`src/rtl/pjesetuesi_16.sv`:
```
// rtl/pjesetuesi_16.sv - sequential restoring unsigned divider, one quotient bit per clock
module pjesetuesi_16 #(
    parameter int WIDTH = 16
) (
    input  logic             CLK,
    input  logic             RST,
    input  logic             START,
    input  logic [WIDTH-1:0] DIVIDEND,
    input  logic [WIDTH-1:0] DIVISOR,
    output logic             BUSY,
    output logic             DONE,
    output logic [WIDTH-1:0] QUOTIENT,
    output logic [WIDTH-1:0] REMAINDER,
    output logic             DIV0
);

    localparam int CW = $clog2(WIDTH);

    typedef enum logic [1:0] {
        IDLE = 2'd0,
        RUN  = 2'd1,
        FIN  = 2'd2
    } state_t;

    state_t           state;
    state_t           state_next;
    logic [WIDTH-1:0] q;
    logic [WIDTH-1:0] r;
    logic [WIDTH-1:0] dvsr;
    logic [CW-1:0]    cnt;
    logic             div0;
    logic [WIDTH:0]   shifted;
    logic [WIDTH:0]   diff;

    // A restored remainder is always below the divisor, so r needs only WIDTH
    // bits between iterations; the extra bit lives only in shifted/diff.
    always_comb begin
        shifted    = {r, q[WIDTH-1]};
        diff       = shifted - {1'b0, dvsr};
        state_next = state;
        case (state)
            IDLE: begin
                if (START) begin
                    state_next = (DIVISOR == '0) ? FIN : RUN;
                end
            end
            RUN: begin
                if (cnt == CW'(WIDTH - 1)) begin
                    state_next = FIN;
                end
            end
            FIN:     state_next = IDLE;
            default: state_next = IDLE;
        endcase
    end

    always_ff @(posedge CLK) begin
        if (RST) begin
            state <= IDLE;
            BUSY  <= 1'b0;
            DONE  <= 1'b0;
            q     <= '0;
            r     <= '0;
            dvsr  <= '0;
            cnt   <= '0;
            div0  <= 1'b0;
        end else begin
            state <= state_next;
            BUSY  <= (state_next == RUN);
            DONE  <= (state_next == FIN);
            case (state)
                IDLE: begin
                    if (START) begin
                        if (DIVISOR != '0) begin
                            q    <= DIVIDEND;
                            dvsr <= DIVISOR;
                            r    <= '0;
                            cnt  <= '0;
                            div0 <= 1'b0;
                        end else begin
                            q    <= '1;
                            r    <= DIVIDEND;
                            div0 <= 1'b1;
                        end
                    end
                end
                RUN: begin
                    cnt <= cnt + 1'b1;
                    if (!diff[WIDTH]) begin
                        r <= diff[WIDTH-1:0];
                        q <= {q[WIDTH-2:0], 1'b1};
                    end else begin
                        r <= shifted[WIDTH-1:0];
                        q <= {q[WIDTH-2:0], 1'b0};
                    end
                end
                default: ;
            endcase
        end
    end

    assign QUOTIENT  = q;
    assign REMAINDER = r;
    assign DIV0      = div0;

endmodule

```
`config.mk`:
```
export PLATFORM = sky130hd
export DESIGN_NAME = pjesetuesi_16
export DESIGN_NICKNAME = d
export VERILOG_FILES = /design/src/rtl/pjesetuesi_16.sv
export SDC_FILE = /design/constraint.sdc
export NUM_CORES = 1
export LEC_CHECK = 0
export ABC_AREA = 1
export BUFFER_PORTS_ARGS = -buffer_cell sky130_fd_sc_hd__buf_2
export CAP_MARGIN = 15
export CORE_MARGIN = 10
export CORE_UTILIZATION = 29
export DETAILED_ROUTE_END_ITERATION = 10
export PLACE_DENSITY = 0.56
export SLEW_MARGIN = 15
export SYNTH_ARGS = -nofsm -noshare
export SYNTH_HDL_FRONTEND = slang
export SYNTH_SLANG_ARGS = --single-unit
export TNS_END_PERCENT = 5
```
`constraint.sdc`:
```
create_clock -name CLK -period 1.9 [get_ports CLK]
set_clock_uncertainty 0.05 [all_clocks]
set_input_delay 0.38 -clock CLK [delete_from_list [all_inputs] [get_ports CLK]]
set_output_delay 0.38 -clock CLK [all_outputs]
set_load 0.1 [all_outputs]
```
; ---- Yosys cells after proc, flatten, opt, wreduce, memory -nomap -nowiden
; Cells that the tools add are included.
[op_classes]
eq_ne = 6
addsub = 2
reduce_logical = 8
mux = 16
[ops]
columns = op, n
row1 = 2-to-1 mux 16 bit, 5
row2 = one-hot mux 16 bit (2 select lines), 2
row3 = subtractor 17 x 16 -> 17 bit, 1
row4 = logical NOT 16 bit, 1
row5 = nonzero test 16 bit, 1
row6 = 2-to-1 mux 4 bit, 2
row7 = one-hot mux 4 bit (2 select lines), 1
row8 = 2-to-1 mux 2 bit, 3
row9 = AND reduction 3 bit, 2
row10 = "adder 4 x 1 -> 4 bit, second input constant", 1
row11 = "== test 2 x 1 -> 1 bit, second input constant", 2
row12 = "== test 4 bit, second input constant", 1
row13 = "inequality test 2 bit, second input constant", 2
row14 = one-hot mux 2 bit (2 select lines), 1
row15 = AND reduction 2 bit, 2
row16 = "== test 2 bit, second input constant", 1
row17 = logical NOT 2 bit, 1
row18 = 2-to-1 mux 1 bit, 2
row19 = nonzero test 2 bit, 1
[word_totals]
output_inout_bits = 35
reg_bits = 57
word_cells = 40

; ---- Depth between registers and ports, before layout
; Gate-level depths: netlist (run 1).
[logic_depth]
ltp_word = 5
depth_mapped = 16
mapped_depth_nobuf = 16

; ---- Least setup slack after synthesis (run 1)
; OpenSTA, ideal clock, no wires.
[synth_timing]
path_type = reg-to-reg
from = register q[15], in the netlist QUOTIENT[15]
to = register r[2], in the netlist REMAINDER[2]
setup_slack_ns = -0.985
stages_incl_launch_ff = 17
arrival_time_ns = 2.711
setup_ns = 0.124
cell_sequence = dfxtp_1 inv_1 ha_1 fa_1 inv_1 nand2_1 nand2_1 nand3_1 nand2_2 nand2_2 nand2_2 nand2_4 nand2_4 buf_6 nand2_1 nand3_1 a21oi_2
[synth_between]
elab_chain_len = 3
[synth_rtl]
columns = item, line_no
row1 = from (decl), 27  ; logic [WIDTH-1:0] q;
row2 = from (signal assigned), 91  ; q <= {q[WIDTH-2:0], 1'b1};
row3 = from (signal assigned), 94  ; q <= {q[WIDTH-2:0], 1'b0};
row4 = subtractor 17 x 16 -> 17 bit, 39  ; diff = shifted - {1'b0, dvsr};
row5 = 2-to-1 mux 16 bit, 89  ; if (!diff[WIDTH]) begin
row6 = one-hot mux 16 bit (2 select lines), 71  ; case (state)
row7 = to (signal assigned), 90  ; r <= diff[WIDTH-1:0];
row8 = to (signal assigned), 93  ; r <= shifted[WIDTH-1:0];
row9 = to (decl), 28  ; logic [WIDTH-1:0] r;
; Every way passes these cells.
; A chain may end at the register's enable or synchronous reset.

; ---- Final worst setup path (run 1)
[layout_timing]
from = register q[15], in the netlist QUOTIENT[15]
to = register r[7], in the netlist REMAINDER[7]
; Same word-level chain as after synthesis.

==> results of run 1 <==
==> worst register-to-register path, stage by stage (launching register included) <==
cell	delay, ns
sky130_fd_sc_hd__dfxtp_4	0.35
sky130_fd_sc_hd__inv_4	0.04
sky130_fd_sc_hd__ha_4	0.15
sky130_fd_sc_hd__fa_2	0.35
sky130_fd_sc_hd__inv_2	0.06
sky130_fd_sc_hd__nand2_2	0.04
sky130_fd_sc_hd__nand2_2	0.09
sky130_fd_sc_hd__nand3_2	0.07
sky130_fd_sc_hd__nand2_2	0.09
sky130_fd_sc_hd__nand2_4	0.07
sky130_fd_sc_hd__nand2_4	0.08
sky130_fd_sc_hd__nand2_8	0.08
sky130_fd_sc_hd__nand2_8	0.10
sky130_fd_sc_hd__buf_8	0.13
sky130_fd_sc_hd__nand2_1	0.05
sky130_fd_sc_hd__nand3_1	0.08
sky130_fd_sc_hd__a21oi_2	0.07
==> cell type report <==
type | count | area share
inverter | 99 | 0.0719
multi-input combinational | 409 | 0.441
clock buffer | 11 | 0.0467
sequential | 57 | 0.226
tap | 172 | 0.0414
timing repair buffer | 138 | 0.170
clock inverter | 4 | 0.00385
==> placed cells by master (no fill, tap or decap), types with 11 or more instances in the layout <==
| master | count |
|---|---|
| sky130_fd_sc_hd__a221oi_1 | 14 |
| sky130_fd_sc_hd__dfxtp_1 | 41 |
| sky130_fd_sc_hd__dfxtp_2 | 11 |
| sky130_fd_sc_hd__ha_1 | 12 |
| sky130_fd_sc_hd__a21oi_2 | 13 |
| sky130_fd_sc_hd__buf_4 | 65 |
| sky130_fd_sc_hd__nor2_1 | 37 |
| sky130_fd_sc_hd__a21oi_1 | 49 |
| sky130_fd_sc_hd__buf_2 | 69 |
| sky130_fd_sc_hd__inv_1 | 96 |
| sky130_fd_sc_hd__nand2_1 | 144 |
| sky130_fd_sc_hd__nand3_1 | 33 |
| sky130_fd_sc_hd__o21ai_0 | 52 |
==> kinds of logic after synthesis <==
| group | Yosys count |
|---|---|
| xor gates and xnor gates | 7 |
| DFF | 57 |
| adders and majority gates | 18 |
| and+or+nand+nor | 251 |
| AOI/OAI and AO/OA | 132 |
| buffers and inverters | 123 |
==> stage by stage <==
stage	setup WS (ns)	TNS, ns	utilization
after global placement	-0.104	-1.22	0.376
after CTS	-0.150	-1.88	0.399
after detailed placement	-0.182	-2.19	0.376
after global routing	-0.267	-4.14	0.410
after floorplan	-0.316	-4.72	-
final	-0.158	-2.05	0.410
==> synthesized netlist by cell type <==
| library cell | n | share of area |
|---|---|---|
| sky130_fd_sc_hd__nand3_4 | 1 | 0.0047 |
| sky130_fd_sc_hd__a21oi_1 | 58 | 0.077 |
| sky130_fd_sc_hd__or2_4 | 1 | 0.0023 |
| sky130_fd_sc_hd__nand2_2 | 7 | 0.012 |
| sky130_fd_sc_hd__and3_1 | 1 | 0.0017 |
| sky130_fd_sc_hd__o31ai_1 | 1 | 0.0020 |
| sky130_fd_sc_hd__clkinv_1 | 1 | 0.0010 |
| sky130_fd_sc_hd__and2_1 | 3 | 0.0050 |
| sky130_fd_sc_hd__nor2_4 | 1 | 0.0030 |
| sky130_fd_sc_hd__o22ai_1 | 1 | 0.0017 |
| sky130_fd_sc_hd__buf_2 | 6 | 0.0080 |
| sky130_fd_sc_hd__nand3_1 | 34 | 0.045 |
| sky130_fd_sc_hd__nand2_1 | 146 | 0.15 |
| sky130_fd_sc_hd__nand4_1 | 5 | 0.0083 |
| sky130_fd_sc_hd__nor2_1 | 40 | 0.040 |
| sky130_fd_sc_hd__inv_1 | 98 | 0.098 |
| sky130_fd_sc_hd__buf_6 | 2 | 0.0060 |
| sky130_fd_sc_hd__dfxtp_1 | 57 | 0.30 |
| sky130_fd_sc_hd__ha_1 | 17 | 0.056 |
| sky130_fd_sc_hd__fa_1 | 1 | 0.0053 |
| sky130_fd_sc_hd__nand2_4 | 2 | 0.0060 |
| sky130_fd_sc_hd__nand3b_1 | 9 | 0.018 |
| sky130_fd_sc_hd__xor2_1 | 6 | 0.014 |
| sky130_fd_sc_hd__o21ai_0 | 53 | 0.070 |
| sky130_fd_sc_hd__a221oi_1 | 14 | 0.033 |
| sky130_fd_sc_hd__a21oi_2 | 4 | 0.0093 |
| sky130_fd_sc_hd__nor2_2 | 1 | 0.0017 |
| sky130_fd_sc_hd__clkbuf_1 | 16 | 0.016 |
| sky130_fd_sc_hd__a21oi_4 | 1 | 0.0043 |
| sky130_fd_sc_hd__xnor2_1 | 1 | 0.0023 |
==> flip-flops by register name (all words and copies together), names as in the netlist <==
name and cells:
cnt 4, DONE 1, DIV0 1, state 2, BUSY 1, dvsr 16
QUOTIENT 16, REMAINDER 16
==> worst max path at each step <==
stage	from	end	cells past startpoint
5_1_grt	dvsr[6]	REMAINDER[15]	14
6_report	QUOTIENT[15]	REMAINDER[7]	16
4_1_cts	QUOTIENT[15]	REMAINDER[11]	15
2_1_floorplan	QUOTIENT[15]	REMAINDER[1]	16
3_3_place_gp	QUOTIENT[15]	REMAINDER[13]	16
3_5_place_dp	QUOTIENT[15]	REMAINDER[12]	16
==> layer usage <==
| layer | routed length (um) | global-route usage |
|---|---|---|
| met5 | 0 | 0 |
| met4 | 139 | 0.0393 |
| met3 | 732 | 0.0355 |
| met2 | 5420 | 0.211 |
| met1 | 5780 | 0.179 |
==> where the power goes <==
group          leakage [nW]  total (mW)  internal (mW)  switching (mW)
Combinational          2.03        2.38          0.833            1.55
Clock                 0.135        1.44          0.898           0.545
Sequential            0.478        1.37           1.30          0.0677
==> repair_timing <==
action / CTS / global route
cloned: 0 / 1
endpoints found under the setup margin: 17 / 17
pin swaps: 4 / 9
buffers inserted: 0 / 2
gates resized for setup: 6 / 26
==> run summary, run 1 <==
### Run status
• **result of the run** finished with violations
• **violations in the final reports** negative setup slack

### Layout
• **area used by sequential logic in the layout** 1170 um^2
• **area of the multi-input gates** 2290 um^2
• **layout cell share with drive strength beyond 1** 0.294
• **Filler Cells Inserted** 1,360
• **final non-filler cell total** 890
• **post-synthesis to final-layout area growth** 38.2%
• **layout net count** 767
• **post-route cell area** 5200 um^2
• **number of diodes added for antenna fixing** 0

### Clocking
• **clock buffers created by TritonCTS** 9
• **Clock Tree Root** sky130_fd_sc_hd__clkbuf_16
• **clock input transition at the sequential cells of the worst setup and hold paths** 0.05 ns
• **Clock Path Buffers** 2
• **count of H-tree levels built during CTS** 3
• **number of buffers inserted for hold repair after clock tree synthesis** 0
• **clock tree sinks** 57
• **insertion delay of the later-clocked pin in the worst-skew pair** 0.33 ns
• **CTS tree** built

### GRT
• **GRT Overall Usage** 0.136
• **via count of the first global-routing pass** 4,022
• **aggregate global routing overflow** 0
• **largest net degree at the start of global routing** 37
• **global-route wire length before repair** 19.9 mm
• **initial antenna violation count** 0

### Worst setup path
• **CP max FO** 8
• **RR Endpoint** REMAINDER[7]
• **Worst setup EP type** register
• **critical path type** register to register
• **required time at the worst-slack endpoint** 2.06 ns
• **depth of the most critical reg-to-reg path** 16
• **Most Frequent Cell on Critical Path** sky130_fd_sc_hd__nand2_2
• **delay of the slowest cell on the worst path** 0.35 ns
• **Worst path slowest cell** sky130_fd_sc_hd__dfxtp_4
• **chain of cells forming the critical path** inv_4 -> ha_4 -> fa_2 -> inv_2 -> nand2_2 -> nand2_2 -> nand3_2 -> nand2_2 -> nand2_4 -> nand2_4 -> nand2_8 -> nand2_8 -> buf_8 -> nand2_1 -> nand3_1 -> a21oi_2
• **data arrival time of the critical path** 2.22 ns
• **worst reg2reg startpoint** QUOTIENT[15]
• **Worst setup SP type** register
• **kind of cell adding the most delay to the critical path** simple AND/OR/NAND/NOR gates
• **worst reg2reg setup slack** -0.16 ns
• **critical path buffer and inverter count** 3

### Power
• **Max IR drop VDD** 0.000519 V
• **Leakage Power** 2.64 nW
• **power per cell area** 998 nW/um^2
• **sum of internal, switching and leakage power** 5.19 mW

### Job
• **number of violations of the max-capacitance limit** 0

### Timing
• **Min Clock Period, post-route** 2.06 ns
• **relative slew slack** 0.663
• **Peak Freq** 0.486 GHz
• **setup repair after global routing missed its margin** true
• **Min Hold Slack** 0.280 ns
• **final number of setup-violating endpoints** 17
• **Final Max Tran Viols** 0
• **transition time of the tightest slew-check pin** 0.508 ns
• **final critical-path setup slack** -0.158 ns
• **Final Hold Vio Count** 0
• **share of the clock period used by the worst path after layout** 1.08

### Placed design
• **number of port buffers** 69
• **routability-driven placement congestion ratio** 0.875
• **HPWL after detailed placement** 9.50 mm
• **instance area after placement** 4770 um^2
• **number of cells in the design after placement** 872

### Logic synthesis
• **dominant combinational cell family by area after synthesis** simple AND/OR/NAND/NOR gates
• **number of synthesis warnings** 0
• **Avg Inst Size Synth** 6.40 um^2
• **simple-gate share of the synthesized area** 0.293
• **portion of netlist area occupied by mux cells** 0
• **register bit count reported by yosys** 57
• **synth unique cells** 30
• **sequential element share of the synthesized area** 0.303
• **Mapped Nets** 641
• **post-synthesis instance total** 588
• **XOR/XNOR Fraction of Synth Area** 0.0163
• **post-synthesis compound-gate area fraction** 0.197
• **combined area of all synthesized cells** 3760 um^2
• **area share of fa/ha/maj cells after synthesis** 0.0618

### Routing
• **DR WL/cell** 13.6 um
• **initial detailed-routing violation count** 286
• **detailed-router iteration count before antenna repair** 5
• **number of nets with antenna violations after detailed routing** 0
• **post-DR vias/cell** 4.71
• **count of vias placed by the detailed router** 4,188
• **count of unresolved DRC violations after routing** 0
• **total detailed-routing wirelength** 12.1 mm

### Die
• **boundary pin count** 70
• **effective utilization at floorplan** 0.297
• **core area** 12,700 um^2
• **number of rows in the core area** 41
• **die outline width** 134 um
• **vertical extent of the die** 134 um
• **Die ar.** 17,900 um^2

### Min path
• **class of the tightest hold or removal check** primary input to register
• **hold_sp** DIVISOR[0]
• **instance count along the most critical hold path** 3
• **end of the worst hold path** dvsr[0]

Note: power is estimated with default switching activity, not from simulation.
==> run 2: changes to the inputs <==
Settings changed: MAX_ROUTING_LAYER set to met4.
==> run summary, run 2 (same netlist as run 1, synthesis figures left out) <==
### Run status
• **result of the run** finished with violations, unchanged
• **violations in the final reports** negative setup slack, unchanged

### Layout
• **leading cell type in the layout, fill and taps excluded** sky130_fd_sc_hd__nand2_1, unchanged
• **post-synthesis to final-layout area growth** 36.6%, was 38.2%
• **layout net count** 765, was 767
• **final non-filler cell total** 889, was 890
• **Filler Cells Inserted** 1,330, was 1,360
• **number of diodes added for antenna fixing** 0, unchanged
• **final core utilization** 0.406, was 0.410
• **layout cell share with drive strength beyond 1** 0.272, was 0.294
• **most used cells in the layout excluding fill and tap cells** sky130_fd_sc_hd__nand2_1, sky130_fd_sc_hd__inv_1, sky130_fd_sc_hd__buf_2, unchanged

### Clocking
• **number of buffers inserted for hold repair after clock tree synthesis** 0, unchanged
• **Clock Path Buffers** 2, unchanged
• **CTS tree** built, unchanged
• **clock input transition at the sequential cells of the worst setup and hold paths** 0.05 ns, about the same
• **clock buffers created by TritonCTS** 9, unchanged
• **Clock Tree Root** sky130_fd_sc_hd__clkbuf_16, unchanged
• **count of H-tree levels built during CTS** 3, unchanged
• **clock tree sinks** 57, unchanged
• **insertion delay of the later-clocked pin in the worst-skew pair** 0.33 ns, about the same

### Die
• **effective utilization at floorplan** 0.297, unchanged
• **vertical extent of the die** 134 um, unchanged
• **Die ar.** 17,900 um^2, unchanged
• **core area** 12,700 um^2, unchanged
• **number of rows in the core area** 41, unchanged
• **boundary pin count** 70, unchanged
• **die outline width** 134 um, unchanged

### Timing
• **Min Clock Period, post-route** 2.02 ns, was 2.06 ns
• **relative slew slack** 0.663, about the same
• **Final Hold Vio Count** 0, unchanged
• **Peak Freq** 0.495 GHz, was 0.486 GHz
• **final critical-path setup slack** -0.120 ns, was -0.158 ns
• **final number of setup-violating endpoints** 17, unchanged
• **Final Max Tran Viols** 0, unchanged
• **setup repair after global routing missed its margin** true, unchanged
• **share of the clock period used by the worst path after layout** 1.06, was 1.08
• **transition time of the tightest slew-check pin** 0.509 ns, was 0.508 ns

### Job
• **number of violations of the max-capacitance limit** 0, unchanged

### Worst setup path
• **critical path endpoint** REMAINDER[0], was REMAINDER[7]
• **data arrival time of the critical path** 2.23 ns, was 2.22 ns
• **Worst Setup SP** QUOTIENT[15], unchanged
• **CP max FO** 7, was 8
• **worst reg2reg setup slack** -0.12 ns, was -0.16 ns
• **Worst setup EP type** register, unchanged
• **required time at the worst-slack endpoint** 2.11 ns, was 2.06 ns
• **depth of the most critical reg-to-reg path** 15, was 16
• **worst reg2reg startpoint** QUOTIENT[15], unchanged
• **critical path type** register to register, unchanged
• **RR Endpoint** REMAINDER[0], was REMAINDER[7]
• **Worst setup SP type** register, unchanged

### Power
• **Leakage Power** 2.65 nW, was 2.64 nW
• **power per cell area** 1040 nW/um^2, was 998 nW/um^2
• **Max IR drop VDD** 0.000579 V, was 0.000519 V

### GRT
• **via count of the first global-routing pass** 4,020, was 4,022
• **initial antenna violation count** 0, unchanged
• **largest net degree at the start of global routing** 37, unchanged
• **global-route wire length before repair** 19.5 mm, was 19.9 mm
• **GRT Overall Usage** 0.136, about the same
• **aggregate global routing overflow** 0, unchanged

### Min path
• **class of the tightest hold or removal check** primary input to register, unchanged

### Placed design
• **routability-driven placement congestion ratio** 0.937, was 0.875
• **number of cells in the design after placement** 871, was 872
• **number of port buffers** 69, unchanged
• **HPWL after detailed placement** 9.40 mm, was 9.50 mm

### Routing
• **number of nets with antenna violations after detailed routing** 0, unchanged
• **count of vias placed by the detailed router** 4,088, was 4,188
• **post-DR vias/cell** 4.60, was 4.71
• **count of unresolved DRC violations after routing** 0, unchanged
• **initial detailed-routing violation count** 166, was 286
• **DR WL/cell** 13.3 um, was 13.6 um
• **detailed-router iteration count before antenna repair** 4, was 5
• **total detailed-routing wirelength** 11.8 mm, was 12.1 mm

## run 2: layout make-up
cell class / instances / area (um^2) / area share
inverter: 99 / 374 / 0.0727
sequential: 57 / 1170 / 0.228
timing repair buffer: 137 / 880 / 0.171
clock buffer: 12 / 278 / 0.0540
multi-input combinational: 408 / 2180 / 0.423
tap: 172 / 215 / 0.0418
clock inverter: 4 / 46.3 / 0.00900
## run 2: worst max-delay path: stages (launching register included)
cell and delay [ns]:
sky130_fd_sc_hd__dfxtp_4 0.35, sky130_fd_sc_hd__inv_4 0.04, sky130_fd_sc_hd__ha_4 0.15, sky130_fd_sc_hd__fa_2 0.35, sky130_fd_sc_hd__inv_2 0.05, sky130_fd_sc_hd__nand2_1 0.05
sky130_fd_sc_hd__nand2_2 0.08, sky130_fd_sc_hd__nand3_2 0.07, sky130_fd_sc_hd__nand2_2 0.07, sky130_fd_sc_hd__nand2_2 0.07, sky130_fd_sc_hd__nand2_2 0.08, sky130_fd_sc_hd__nand2_4 0.09
sky130_fd_sc_hd__buf_6 0.14, sky130_fd_sc_hd__nand3_1 0.07, sky130_fd_sc_hd__nand3_1 0.08, sky130_fd_sc_hd__a21oi_2 0.14
## run 2: what timing repair did
action | 4_1_cts | 5_1_grt
gates resized for setup | 1 | 8
pin swaps | 0 | 5
endpoints found under the setup margin | 17 | 17
setup buffers | 0 | 1
gates cloned | 0 | 1
## run 2: how the worst min path moves through the flow
| stage | startpoint | to | cells past startpoint |
|---|---|---|---|
| 2_1_floorplan | dvsr[2] | dvsr[2] | 2 |
| 3_3_place_gp | dvsr[14] | dvsr[14] | 2 |
| 3_5_place_dp | dvsr[13] | dvsr[13] | 2 |
| 4_1_cts | DIVISOR[7] | dvsr[7] | 3 |
| 5_1_grt | DIVISOR[13] | dvsr[13] | 3 |
| 6_report | DIVISOR[7] | dvsr[7] | 3 |
## run 2: power by group
group	switching [mW]	total [mW]	internal [mW]
Clock	0.573	1.73	1.16
Sequential	0.0683	1.37	1.30
Combinational	1.47	2.25	0.781
## run 2: metrics by stage
| stage | worst slack (ns) | area (um^2) | hold slack [ns] | setup TNS, ns | total power [mW] |
|---|---|---|---|---|---|
| after floorplan | -0.316 | 3820 | 0.383 | -4.72 | 2.95 |
| after global placement | -0.104 | 4770 | 0.403 | -1.30 | 3.57 |
| after detailed placement | -0.123 | 4770 | 0.407 | -1.65 | 3.58 |
| after CTS | -0.143 | 5100 | 0.292 | -2.04 | 5.33 |
| after global routing | -0.306 | 5140 | 0.319 | -4.64 | 5.70 |
| final | -0.120 | 5140 | 0.300 | -1.73 | 5.35 |
## run 2: per-layer routing
metal | up-vias | part of all wire | track usage
li1 | 2144 | - | -
met1 | 1841 | 0.50 | 0.181
met2 | 91 | 0.45 | 0.204
met3 | 12 | 0.044 | 0.0194
met4 | 0 | 0.013 | 0.0472
met5 | - | 0 | -
==> run 3: changes to the inputs <==
Settings changed: CORE_UTILIZATION 29 to 51, PLACE_DENSITY 0.56 to 0.84.
Clock period 1.9 ns to 1.84 ns, I/O delays scaled along.
==> run summary, run 3 (same netlist as run 1, synthesis figures left out) <==
### Worst setup path
• **required time at the worst-slack endpoint** 2.05 ns, was 2.11 ns
• **chain of cells forming the critical path** inv_4 -> ha_4 -> fa_2 -> inv_2 -> nand2_2 -> nand2_2 -> nand3_2 -> nand2_2 -> nand2_4 -> nand2_4 -> nand2_4 -> nand2_8 -> nand2_1 -> nand2_1 -> nand2_1 -> a21oi_2, was inv_4 -> ha_4 -> fa_2 -> inv_2 -> nand2_1 -> nand2_2 -> nand3_2 -> nand2_2 -> nand2_2 -> nand2_2 -> nand2_4 -> buf_6 -> nand3_1 -> nand3_1 -> a21oi_2
• **Worst path slowest cell** sky130_fd_sc_hd__dfxtp_4, unchanged
• **CP max FO** 17, was 7
• **delay of the slowest cell on the worst path** 0.36 ns, was 0.35 ns
• **critical path buffer and inverter count** 2, was 3
• **data arrival time of the critical path** 2.31 ns, was 2.23 ns
• **critical path type** register to register, unchanged
• **kind of cell adding the most delay to the critical path** simple AND/OR/NAND/NOR gates, unchanged
• **Worst setup EP type** register, unchanged
• **Worst setup SP type** register, unchanged

### Clocking
• **CTS tree** built, unchanged
• **clock input transition at the sequential cells of the worst setup and hold paths** 0.06 ns, was 0.05 ns
• **insertion delay of the later-clocked pin in the worst-skew pair** 0.34 ns, was 0.33 ns
• **clock tree sinks** 57, unchanged
• **Clock Tree Root** sky130_fd_sc_hd__clkbuf_8, was sky130_fd_sc_hd__clkbuf_16
• **count of H-tree levels built during CTS** 3, unchanged
• **setup bufs post-CTS** 0, unchanged
• **Clock Path Buffers** 2, unchanged
• **clock buffers created by TritonCTS** 9, unchanged

### Power
• **P_sw** 2.18 mW, was 2.11 mW
• **combinational fraction of design power** 0.501, was 0.421
• **power per cell area** 972 nW/um^2, was 1040 nW/um^2
• **Max IR drop VDD** 0.000653 V, was 0.000579 V
• **Int Pwr** 2.69 mW, was 3.24 mW
• **Clock Power Share** 0.209, was 0.324
• **Flop pwr share** 0.290, was 0.255
• **Leakage Power** 2.62 nW, was 2.65 nW
• **fraction of power spent switching nets** 0.448, was 0.395

### GRT
• **via count of the first global-routing pass** 4,319, was 4,020
• **global-route wire length before repair** 19.3 mm, was 19.5 mm
• **largest net degree at the start of global routing** 37, unchanged
• **initial antenna violation count** 0, unchanged
• **GRT Overall Usage** 0.210, was 0.136
• **aggregate global routing overflow** 0, unchanged

### Timing
• **setup tns final** -3.71 ns, was -1.73 ns
• **final number of setup-violating endpoints** 17, unchanged
• **relative slew slack** 0.671, was 0.663
• **transition time of the tightest slew-check pin** 0.497 ns, was 0.509 ns
• **final critical-path setup slack** -0.265 ns, was -0.120 ns
• **Peak Freq** 0.475 GHz, was 0.495 GHz
• **Final Hold Vio Count** 0, unchanged
• **setup repair after global routing missed its margin** true, unchanged
• **Min Hold Slack** 0.262 ns, was 0.300 ns
• **Final Max Tran Viols** 0, unchanged
• **Min Clock Period, post-route** 2.11 ns, was 2.02 ns
• **share of the clock period used by the worst path after layout** 1.14, was 1.06

### Routing
• **DR WL/cell** 14.5 um, was 13.3 um
• **detailed-router iteration count before antenna repair** 5, was 4
• **count of vias placed by the detailed router** 4,428, was 4,088
• **count of unresolved DRC violations after routing** 0, unchanged
• **post-DR vias/cell** 5.37, was 4.60
• **initial detailed-routing violation count** 444, was 166
• **number of nets with antenna violations after detailed routing** 0, unchanged
• **total detailed-routing wirelength** 11.9 mm, was 11.8 mm

### Placed design
• **placement-stage worst setup slack** -0.215 ns, was -0.123 ns
• **HPWL after detailed placement** 8.99 mm, was 9.40 mm
• **routability-driven placement congestion ratio** 1.02, was 0.937
• **number of port buffers** 69, unchanged
• **instance area after placement** 4740 um^2, was 4770 um^2
• **number of cells in the design after placement** 808, was 871

### Run status
• **violations in the final reports** negative setup slack, unchanged
• **result of the run** finished with violations, unchanged

### Layout
• **number of diodes added for antenna fixing** 0, unchanged
• **layout cell share with drive strength beyond 1** 0.297, was 0.272
• **final non-filler cell total** 824, was 889
• **leading cell type in the layout, fill and taps excluded** sky130_fd_sc_hd__nand2_1, unchanged
• **post-synthesis to final-layout area growth** 33.3%, was 36.6%
• **most used cells in the layout excluding fill and tap cells** sky130_fd_sc_hd__nand2_1, sky130_fd_sc_hd__inv_1, sky130_fd_sc_hd__buf_4, was sky130_fd_sc_hd__nand2_1, sky130_fd_sc_hd__inv_1, sky130_fd_sc_hd__buf_2
• **Filler Cells Inserted** 622, was 1,330
• **layout net count** 774, was 765
• **post-route cell area** 5020 um^2, was 5140 um^2

### Die
• **Die ar.** 11,200 um^2, was 17,900 um^2
• **number of rows in the core area** 31, was 41
• **effective utilization at floorplan** 0.522, was 0.297
• **boundary pin count** 70, unchanged
• **core area** 7210 um^2, was 12,700 um^2
• **die outline width** 106 um, was 134 um
• **vertical extent of the die** 106 um, was 134 um

### Min path
• **class of the tightest hold or removal check** primary input to register, unchanged

### Job
• **number of violations of the max-capacitance limit** 0, unchanged

run 3: worst min-delay path: cells and delay by family:
| kind | cells | cell delay, ns |
|---|---|---|
| AO/OA/AOI/OAI | 1 | 0.08 |
| buffers and inverters | 1 | 0.09 |
| AND/OR/NAND/NOR | 1 | 0.07 |
run 3: what timing repair did:
action | in CTS | in global routing
hold buffers | 0 | 0
cloned | 1 | 0
pin swaps | 2 | 4
gates resized for setup | 13 | 11
endpoints found under the hold margin | 0 | 0
endpoints found under the setup margin | 17 | 17
run 3: cell type report:
class	instances	area (um^2)	share of cell area
clock inverter	3	17.5	0.00349
inverter	99	374	0.0745
tap	99	124	0.0247
multi-input combinational	408	2260	0.450
timing repair buffer	146	928	0.185
sequential	57	1170	0.234
clock buffer	12	145	0.0289
run 3: final timing paths:
| path | depth (start not counted) | to | from | slack [ns] |
|---|---|---|---|---|
| max | 16 | REMAINDER[12] | QUOTIENT[15] | -0.27 |
| min | 3 | dvsr[0] | DIVISOR[0] | 0.26 |
| max reg2reg | 16 | REMAINDER[12] | QUOTIENT[15] | -0.27 |
| min reg2reg | 2 | dvsr[2] | dvsr[2] | 0.41 |
run 3: per-layer routing:
layer / share of wire / vias up / GRT usage
met1: 0.44 / 2052 / 0.259
met5: 0 / - / -
met3: 0.063 / 24 / 0.0423
li1: - / 2159 / -
met2: 0.47 / 193 / 0.331
met4: 0.022 / 0 / 0.0793
run 3: metrics by stage:
| stage | power, mW | utilization |
|---|---|---|
| global route | 5.16 | 0.696 |
| floorplan | 3.05 | - |
| finish | 4.88 | 0.696 |
| CTS | 4.80 | 0.689 |
| detailed placement | 3.72 | 0.658 |
| global placement | 3.67 | 0.658 |
run 3: power by group through the flow:
stage,registers (mW),clock network [mW],logic [mW]
detailed placement,1.43,0,2.29
global route,1.42,1.08,2.66
floorplan,1.90,0,1.15
global placement,1.43,0,2.24
CTS,1.41,1.02,2.37
finish,1.41,1.02,2.44
